<file path="src/rtl/vend_pkg.sv">
// Shared definitions for the vending credit controller: coin codes,
// coin values and the controller state encoding.
package vend_pkg;

  // Coin codes shared by the coin acceptor input and the change output.
  localparam logic [1:0] COIN_5   = 2'b00;
  localparam logic [1:0] COIN_10  = 2'b01;
  localparam logic [1:0] COIN_25  = 2'b10;
  localparam logic [1:0] COIN_BAD = 2'b11;

  // Controller states.
  typedef enum logic [1:0] {
    IDLE   = 2'b00,
    CREDIT = 2'b01,
    VEND   = 2'b10,
    CHANGE = 2'b11
  } state_t;

  // Face value in cents of a coin code. An invalid code is worth nothing.
  function automatic logic [4:0] coin_value(input logic [1:0] code);
    logic [4:0] val;
    case (code)
      COIN_5:  val = 5'd5;
      COIN_10: val = 5'd10;
      COIN_25: val = 5'd25;
      default: val = 5'd0;
    endcase
    return val;
  endfunction

endpackage

</file>
<file path="src/rtl/vend_change_gen.sv">
// Greedy change picker: given the outstanding remainder, selects the
// largest coin (25, 10, 5) that does not exceed it. Purely combinational.
module vend_change_gen
  import vend_pkg::*;
#(
  parameter int CREDIT_W = 8
) (
  input  logic [CREDIT_W-1:0] remainder,
  output logic [1:0]          coin_code,
  output logic [CREDIT_W-1:0] coin_val
);

  // Largest coin that fits; a remainder below 5 yields no coin.
  always_comb begin
    coin_code = COIN_BAD;
    coin_val  = '0;
    if (remainder >= CREDIT_W'(25)) begin
      coin_code = COIN_25;
      coin_val  = CREDIT_W'(25);
    end else if (remainder >= CREDIT_W'(10)) begin
      coin_code = COIN_10;
      coin_val  = CREDIT_W'(10);
    end else if (remainder >= CREDIT_W'(5)) begin
      coin_code = COIN_5;
      coin_val  = CREDIT_W'(5);
    end
  end

endmodule

</file>
<file path="src/rtl/vend_credit_ctrl.sv">
// Credit and dispense controller: accumulates coin credit, judges product
// selections against per-item prices, pulses dispense, then pays change
// one coin per cycle. Optional build macro VEND_CANCEL_EN enables the
// cancel/refund input; without it the cancel port is ignored.
module vend_credit_ctrl
  import vend_pkg::*;
#(
  parameter  int NUM_ITEMS  = 4,
  parameter  int CREDIT_W   = 8,
  parameter  int MAX_CREDIT = 200,
  parameter  int PRICE_BASE = 65,
  parameter  int PRICE_STEP = 10,
  localparam int SEL_W      = $clog2(NUM_ITEMS)
) (
  input  logic                clk,
  input  logic                rst,
  input  logic                coin_valid,
  input  logic [1:0]          coin_type,
  input  logic                sel_valid,
  input  logic [SEL_W-1:0]    sel_id,
  input  logic                cancel,
  output logic [CREDIT_W-1:0] credit,
  output logic                coin_reject,
  output logic                sel_denied,
  output logic                dispense_valid,
  output logic [SEL_W-1:0]    dispense_id,
  output logic                change_valid,
  output logic [1:0]          change_coin,
  output logic                busy
);

  state_t              state, state_n;
  logic [CREDIT_W-1:0] credit_n;
  logic                coin_reject_n, sel_denied_n;
  logic                dispense_valid_n, change_valid_n;
  logic [SEL_W-1:0]    dispense_id_n;
  logic [1:0]          change_coin_n;

  logic [CREDIT_W-1:0] coin_val;
  logic [CREDIT_W:0]   coin_sum;
  logic                coin_ok;
  logic [CREDIT_W-1:0] price;
  logic                sel_ok;
  logic                cancel_hit;
  logic [1:0]          chg_code;
  logic [CREDIT_W-1:0] chg_val;

  // Coin acceptance: valid code and the new total stays within the ceiling.
  // The sum is one bit wider so the ceiling check itself cannot wrap.
  assign coin_val = CREDIT_W'(coin_value(coin_type));
  assign coin_sum = {1'b0, credit} + {1'b0, coin_val};
  assign coin_ok  = (coin_type != COIN_BAD) &&
                    (coin_sum <= (CREDIT_W+1)'(MAX_CREDIT));

  // Price of the selected item and whether the current credit covers it.
  assign price  = CREDIT_W'(PRICE_BASE + int'(sel_id) * PRICE_STEP);
  assign sel_ok = (int'(sel_id) < NUM_ITEMS) && (credit >= price);

`ifdef VEND_CANCEL_EN
  // Refund request only matters while holding credit.
  assign cancel_hit = cancel && (state == CREDIT);
`else
  // Cancel is not honoured in this build; credit waits for a vend.
  logic unused_cancel;
  assign unused_cancel = cancel;
  assign cancel_hit    = 1'b0;
`endif

  vend_change_gen #(
    .CREDIT_W (CREDIT_W)
  ) u_change_gen (
    .remainder (credit),
    .coin_code (chg_code),
    .coin_val  (chg_val)
  );

  assign busy = (state == VEND) || (state == CHANGE);

  // Next-state, next-credit and next-pulse decisions.
  always_comb begin
    // NOTE: every signal gets a default before the case so no path can
    // leave one unassigned, which would otherwise infer a latch.
    state_n          = state;
    credit_n         = credit;
    coin_reject_n    = 1'b0;
    sel_denied_n     = 1'b0;
    dispense_valid_n = 1'b0;
    dispense_id_n    = dispense_id;
    change_valid_n   = 1'b0;
    change_coin_n    = '0;

    case (state)
      IDLE, CREDIT: begin
        if (sel_valid) begin
          // Selection wins over a same-cycle coin and is judged on the
          // pre-coin credit; the coin goes back.
          coin_reject_n = coin_valid;
          if ((state == CREDIT) && sel_ok) begin
            credit_n         = credit - price;
            dispense_valid_n = 1'b1;
            dispense_id_n    = sel_id;
            state_n          = VEND;
          end else begin
            sel_denied_n = 1'b1;
          end
        end else if (cancel_hit) begin
          coin_reject_n = coin_valid;
          state_n       = CHANGE;
        end else if (coin_valid) begin
          if (coin_ok) begin
            credit_n = coin_sum[CREDIT_W-1:0];
            state_n  = CREDIT;
          end else begin
            coin_reject_n = 1'b1;
          end
        end
      end

      VEND: begin
        coin_reject_n = coin_valid;
        sel_denied_n  = sel_valid;
        state_n       = (credit != '0) ? CHANGE : IDLE;
      end

      CHANGE: begin
        coin_reject_n  = coin_valid;
        sel_denied_n   = sel_valid;
        change_valid_n = 1'b1;
        change_coin_n  = chg_code;
        credit_n       = credit - chg_val;
        if (credit_n == '0) state_n = IDLE;
      end

      default: state_n = IDLE;
    endcase
  end

  // State, credit and output pulse registers with synchronous reset.
  always_ff @(posedge clk) begin
    // NOTE: sequential state uses non-blocking assignments so every register
    // samples pre-edge values regardless of statement order.
    if (rst) begin
      state          <= IDLE;
      credit         <= '0;
      coin_reject    <= 1'b0;
      sel_denied     <= 1'b0;
      dispense_valid <= 1'b0;
      dispense_id    <= '0;
      change_valid   <= 1'b0;
      change_coin    <= '0;
    end else begin
      state          <= state_n;
      credit         <= credit_n;
      coin_reject    <= coin_reject_n;
      sel_denied     <= sel_denied_n;
      dispense_valid <= dispense_valid_n;
      dispense_id    <= dispense_id_n;
      change_valid   <= change_valid_n;
      change_coin    <= change_coin_n;
    end
  end

endmodule

</file>
<file path="config.mk">
export PLATFORM = sky130hd
export DESIGN_NAME = vend_credit_ctrl
export DESIGN_NICKNAME = d
export VERILOG_FILES = /design/src/rtl/vend_pkg.sv /design/src/rtl/vend_change_gen.sv /design/src/rtl/vend_credit_ctrl.sv
export SDC_FILE = /design/constraint.sdc
export NUM_CORES = 1
export LEC_CHECK = 0
export ABC_CLOCK_PERIOD_IN_PS = 4100
export BUFFER_PORTS_ARGS = -buffer_cell sky130_fd_sc_hd__buf_2
export CORE_ASPECT_RATIO = 0.8
export CORE_MARGIN = 10
export CORE_UTILIZATION = 40
export DETAILED_ROUTE_END_ITERATION = 7
export PLACE_DENSITY = 0.61
export SYNTH_ARGS = -nofsm -noshare
export SYNTH_HDL_FRONTEND = slang
export SYNTH_HIERARCHICAL = 1
export SYNTH_SLANG_ARGS = --single-unit
</file>
<file path="constraint.sdc">
create_clock -name clk -period 4.1 [get_ports clk]
set_input_delay 0.41 -clock clk [delete_from_list [all_inputs] [get_ports clk]]
set_output_delay 0.41 -clock clk [all_outputs]
set_load 0.02 [all_outputs]
</file>
### Word-level counts from Yosys, hierarchy flattened

Index checks and enable logic that the tools add are counted.

* word-level logic and storage cells: 76
* output and inout port bits: 17
* input port bits: 9
* register bits: 18

* reductions and logical operators: 16
* magnitude comparators: 5
* muxes and demuxes: 28
* bitwise operators: 3
* add/sub/neg operators: 4
* multiply operators: 1
* equal/unequal tests: 10

Operator list (count)
* $mux 8: 6
* $mux 2: 9
* $pmux 8 s2: 1
* $sub 8x8->8: 2
* $pmux 5 s3: 1
* $add 8x5->9: 1
* $le 9x8->1 const B: 1
* $ne 3x3->1 const B: 3
* $add 7x6->8 const A: 1
* $ge 8x3->1 const B: 1
* $ge 8x4->1 const B: 1
* $ge 8x5->1 const B: 1
* $ge 8x8->1: 1
* $logic_not 8->1: 1
* $reduce_and 4->1: 2
* $reduce_bool 8->1: 1
* $mux 1: 7
* $eq 2x2->1 const B: 3
* $pmux 2 s3: 1
* $reduce_or 2->1: 3
* $reduce_or 3->1: 2
* $mul 2x3->5 const B: 1
* $eq 2x1->1 const B: 2
* $logic_not 2->1: 2
* other kinds (9): 13

### Longest topological paths before layout

* depth after elaboration: 9
* depth in mapped cells: 14
* depth with buffers taken out: 13

### By module

The synthesis kept the hierarchy.

By module, submodules not included
* vend_credit_ctrl: sequential area each 360.3 um^2, instances 1, area each 1774.2 um^2, cells an instance 218
* vend_change_gen: sequential area each 0.0 um^2, instances 1, area each 166.4 um^2, cells an instance 27

### Worst setup path after synthesis

No wires, ideal clock.

* path kind: flip-flop to flip-flop
* from: reg credit[2]
* to: reg state[0]
* cell stages (with the launch flop): 14
* data required time: 3966 ps
* data arrival time: 3022 ps
* period minus slack after synthesis: 3156 ps
* path slack: 944 ps
* library setup time: 134 ps
* path buffers: 1
* cells stage by stage: dfxtp_1 clkbuf_2 nor2_1 a311oi_2 o31ai_1 ha_1 fa_1 nor2b_1 o21ai_0 a21oi_1 nor2_1 or4_1 o31ai_1 a211oi_1

* longest elaborated chain between the ends: 8
* elaborated cells on any way between the ends: 20
* classes of those cells: add/sub: 2; order compare: 5; eq/ne: 3; mux: 5; reduce/logical: 5

Ends and longest elaborated chain
* start, declared: line vend_credit_ctrl.sv:22 `output logic [CREDIT_W-1:0] credit,`
* start signal, assigned: line vend_credit_ctrl.sv:153 `credit <= credit_n;`
* $ge 8x3->1: line vend_change_gen.sv:23 `end else if (remainder >= CREDIT_W'(5)) begin`
* $mux 3: line vend_change_gen.sv:23
* $mux 8: line vend_change_gen.sv:20 `end else if (remainder >= CREDIT_W'(10)) begin`
* $mux 8 *: line vend_change_gen.sv:17 `if (remainder >= CREDIT_W'(25)) begin`
* named net chg_val[0]: line vend_credit_ctrl.sv:46 `logic [CREDIT_W-1:0] chg_val;`
* $sub 8x8->8 *: line vend_credit_ctrl.sv:130 `credit_n = credit - chg_val;`
* $logic_not 8->1 *: line vend_credit_ctrl.sv:131 `if (credit_n == '0) state_n = IDLE;`
* $ne 2x1->1 (no line) *
* $reduce_and 4->1 (no line) *
* end signal, assigned: line vend_credit_ctrl.sv:152 `state <= state_n;`
* end, declared: line vend_credit_ctrl.sv:32 `state_t state, state_n;`

The timed path passes the listed nets; every way through them passes the cells marked *.
A chain may end at the register's enable or synchronous reset.

### Worst setup path after layout

* from: reg credit[2]
* to: reg credit[0]

* longest elaborated chain between the ends: 6
* elaborated cells on any way between the ends: 16
* classes of those cells: add/sub: 2; order compare: 5; eq/ne: 2; mux: 4; reduce/logical: 3

Ends and longest elaborated chain
* $ge 8x3->1: line vend_change_gen.sv:23
* $mux 3: line vend_change_gen.sv:23
* $mux 8: line vend_change_gen.sv:20
* $mux 8: line vend_change_gen.sv:17
* $sub 8x8->8: line vend_credit_ctrl.sv:130
* $pmux 8 s2: line vend_credit_ctrl.sv:92 `case (state)`

Several ways; a longest one is shown, not always the timed one.

==> flow_summary.ini <==
[sta]
layout_min_cycle_time_ns = 3.56
final_max_slew_viol_count = 0
finalCritPeriodShare = 0.867
rsz0062_at_grt = false
max_freq_mhz = 281
tns_ns = 0
hold_ws_ns = 0.415
setup-violations-final = 0
slew_headroom = 0.374
hold_violations = 0
worstMarginPinSlew_ns = 0.939
worst_clock_skew_ns = 0.00414

[clocking]
path_clk_slew_ns = 0.08
clock-sinks = 18
numCtsBuffers = 3
hold_buffers = 0
cts_max_path_buffers = 2
worstSkewPairLatency_ns = 0.26
cts_tree = yes
root_buffer = clkbuf_8
post_cts_resized = 0
cts-htree-levels = 1
post-cts-setup-buffers = 0

[cells_and_area]
nFillCells = 474
drive_gt1_frac = 0.164
mostFrequentLayoutCells = 24 x buf_2, 23 x inv_1, 21 x nor2_1, 21 x a21oi_1, 21 x ha_1
area_growth_pct = 11.0
fin_cells = 328
utilization = 0.463
final_common_cell = buf_2
n_antenna_cell = 0
nets = 302
stdcell_area_mm2 = 0.00215

[synth]
synthXorXnorAreaFrac = 0.0496
synth_compound_area_frac = 0.283
ys_warn_count = 6
synth.area.top_cells = dfxtp_1 19%, ha_1 14%, a21oi_1 5.4%
synth-async-reset-ratio = 0
avgSynthCellArea_um2 = 7.92
synth_top_cell_by_area = dfxtp_1
ys_ff_latch = 18
muxShareOfSynthArea = 0.0206
ys_seq_area_frac = 0.186
synth_cell_types = 55
synthSimpleGateAreaFrac = 0.198
synth_edf_count = 0
synth_cells = 245
synth_top_family_by_area = compound AO/OA/AOI/OAI gates
syn_area_mm2 = 0.00194
yosysTopAreaCellShare = 0.186
synth-adder-area-share = 0.166
synth-main-ff-cell = dfxtp_1

[grt]
grt_pass1_wl_um = 8270
grt_start_max_net_pins = 19
grt_pass1_vias = 1679
grt_util_all_layers = 0.123
antenna_found_initial = 0
grt_overflow = 0

[placement]
dpl.hpwl_um = 3860
place_area_mm2 = 0.00210
io_buffer_count = 24
gp_congestion = 0.824
placed_cells = 324

[floorplan]
ios = 26
core_mm2 = 0.00465
initial_core_util = 0.417
fp.dieW_um = 97.9
die_height_um = 82.3
std_cell_rows = 22
dieArea_mm2 = 0.00806

[status]
outcome = completed

[setup_path]
critical_path_class = reg -> reg
required_ns = 4.22
cp.arrival_ns = 3.68
worstPathMaxFanout = 15
end_kind = flop
critPathLaunchType = flop

[detailed_routing]
final_antenna_net_count = 0
drtIter0Drc = 129
routed_via_density = 5.43
drt-total-wl_um = 4950
wl_per_cell_um = 15.1
dr.pass1.iters = 4
routed-via-count = 1780
drc = 0

[min_path]
min_path_type = in -> reg

[power]
leakagePower_nw = 0.957
seqPwrFrac = 0.327
p_int_mw = 0.373
power.density_mw_per_mm2 = 275
ir_drop_v = 0.000116
power_switching_mw = 0.218
switching_share = 0.369
p_clk_frac = 0.257
combPwrFrac = 0.417

[job]
cap_violations = 0
metal layers:
layer	track usage	vias up	wire length (µm)
met5	0	-	0
met4	0.0319	0	66
met3	0.0332	6	254
met2	0.186	43	2040
met1	0.169	816	2590
li1	-	915	-
through the flow:
| step | total power, mW | setup slack, ns |
|---|---|---|
| after global routing | 0.634 | 0.297 |
| after detailed placement | 0.443 | 0.363 |
| final | 0.591 | 0.545 |
| after floorplan | 0.385 | 0.944 |
| after CTS | 0.594 | 0.595 |
| after global placement | 0.442 | 0.410 |
power by group through the flow:
stage | Clock, mW | Combinational [mW] | Sequential (mW)
after CTS | 0.154 | 0.247 | 0.193
after detailed placement | 0 | 0.246 | 0.197
after global placement | 0 | 0.245 | 0.197
after global routing | 0.162 | 0.278 | 0.194
after floorplan | 0 | 0.181 | 0.204
final | 0.152 | 0.246 | 0.193
cell usage after synthesis, types with 2 or more instances:
cell type   n
inv_1      23
a21oi_1    21
ha_1       21
nor2_1     21
dfxtp_1    18
o21ai_0    15
nand2_1    13
buf_4       7
xnor2_1     7
nor2b_1     6
a21o_1      5
nor3_1      5
and2_1      4
mux2i_1     4
nand2b_1    4
xor2_1      4
a211o_1     3
a211oi_1    3
a311oi_2    3
and3_1      3
fa_1        3
nor3b_1     3
o21a_1      3
o31a_1      3
a21boi_0    2
a221oi_1    2
buf_2       2
clkbuf_1    2
nand3b_1    2
nand4_1     2
nor4_1      2
o31ai_1     2
o32ai_1     2
or2_1       2
or2_2       2
or4_1       2
cells by family (layout without fill, tap and decap cells):
family,after synthesis,after routing
compound gates,76,76
xor+xnor,11,11
fa+ha+maj,24,24
buf+inv,37,58
flops,18,18
mux,4,4
other cells,1,3
simple gates,74,74
area by class of cell:
| type | count | area (µm²) | area share |
|---|---|---|---|
| repair buffers | 31 | 173 | 0.0802 |
| clock buffers | 4 | 55.1 | 0.0256 |
| well taps | 60 | 75.1 | 0.0349 |
| flip-flops and latches | 18 | 360 | 0.167 |
| multi-input cells | 192 | 1400 | 0.652 |
| inverters | 23 | 86.3 | 0.0401 |
worst paths after layout:
check                 startpoint              to  slack [ns]  depth (start not counted)
hold reg to reg   dispense_id[0]  dispense_id[0]        0.50                          2
hold / removal         sel_id[1]  dispense_id[1]        0.41                          3
setup / recovery       credit[2]       credit[0]        0.54                          9
setup reg to reg       credit[2]       credit[0]        0.54                          9
registers in the layout, summed over array words and instances (netlist names):
register	cells
state	2
sel_denied	1
change_coin	2
change_valid	1
dispense_valid	1
credit	8
coin_reject	1
dispense_id	2
worst max-delay path, stage by stage (launching register included):
cell      delay, ns
dfxtp_1        0.74
ha_1           0.38
and3_4         0.18
a221oi_4       0.32
nor3b_1        0.23
o22a_1         0.17
a311oi_2       0.16
a311oi_2       0.86
a221oi_1       0.18
a21boi_0       0.18
Power figures use the tool's default switching activity.
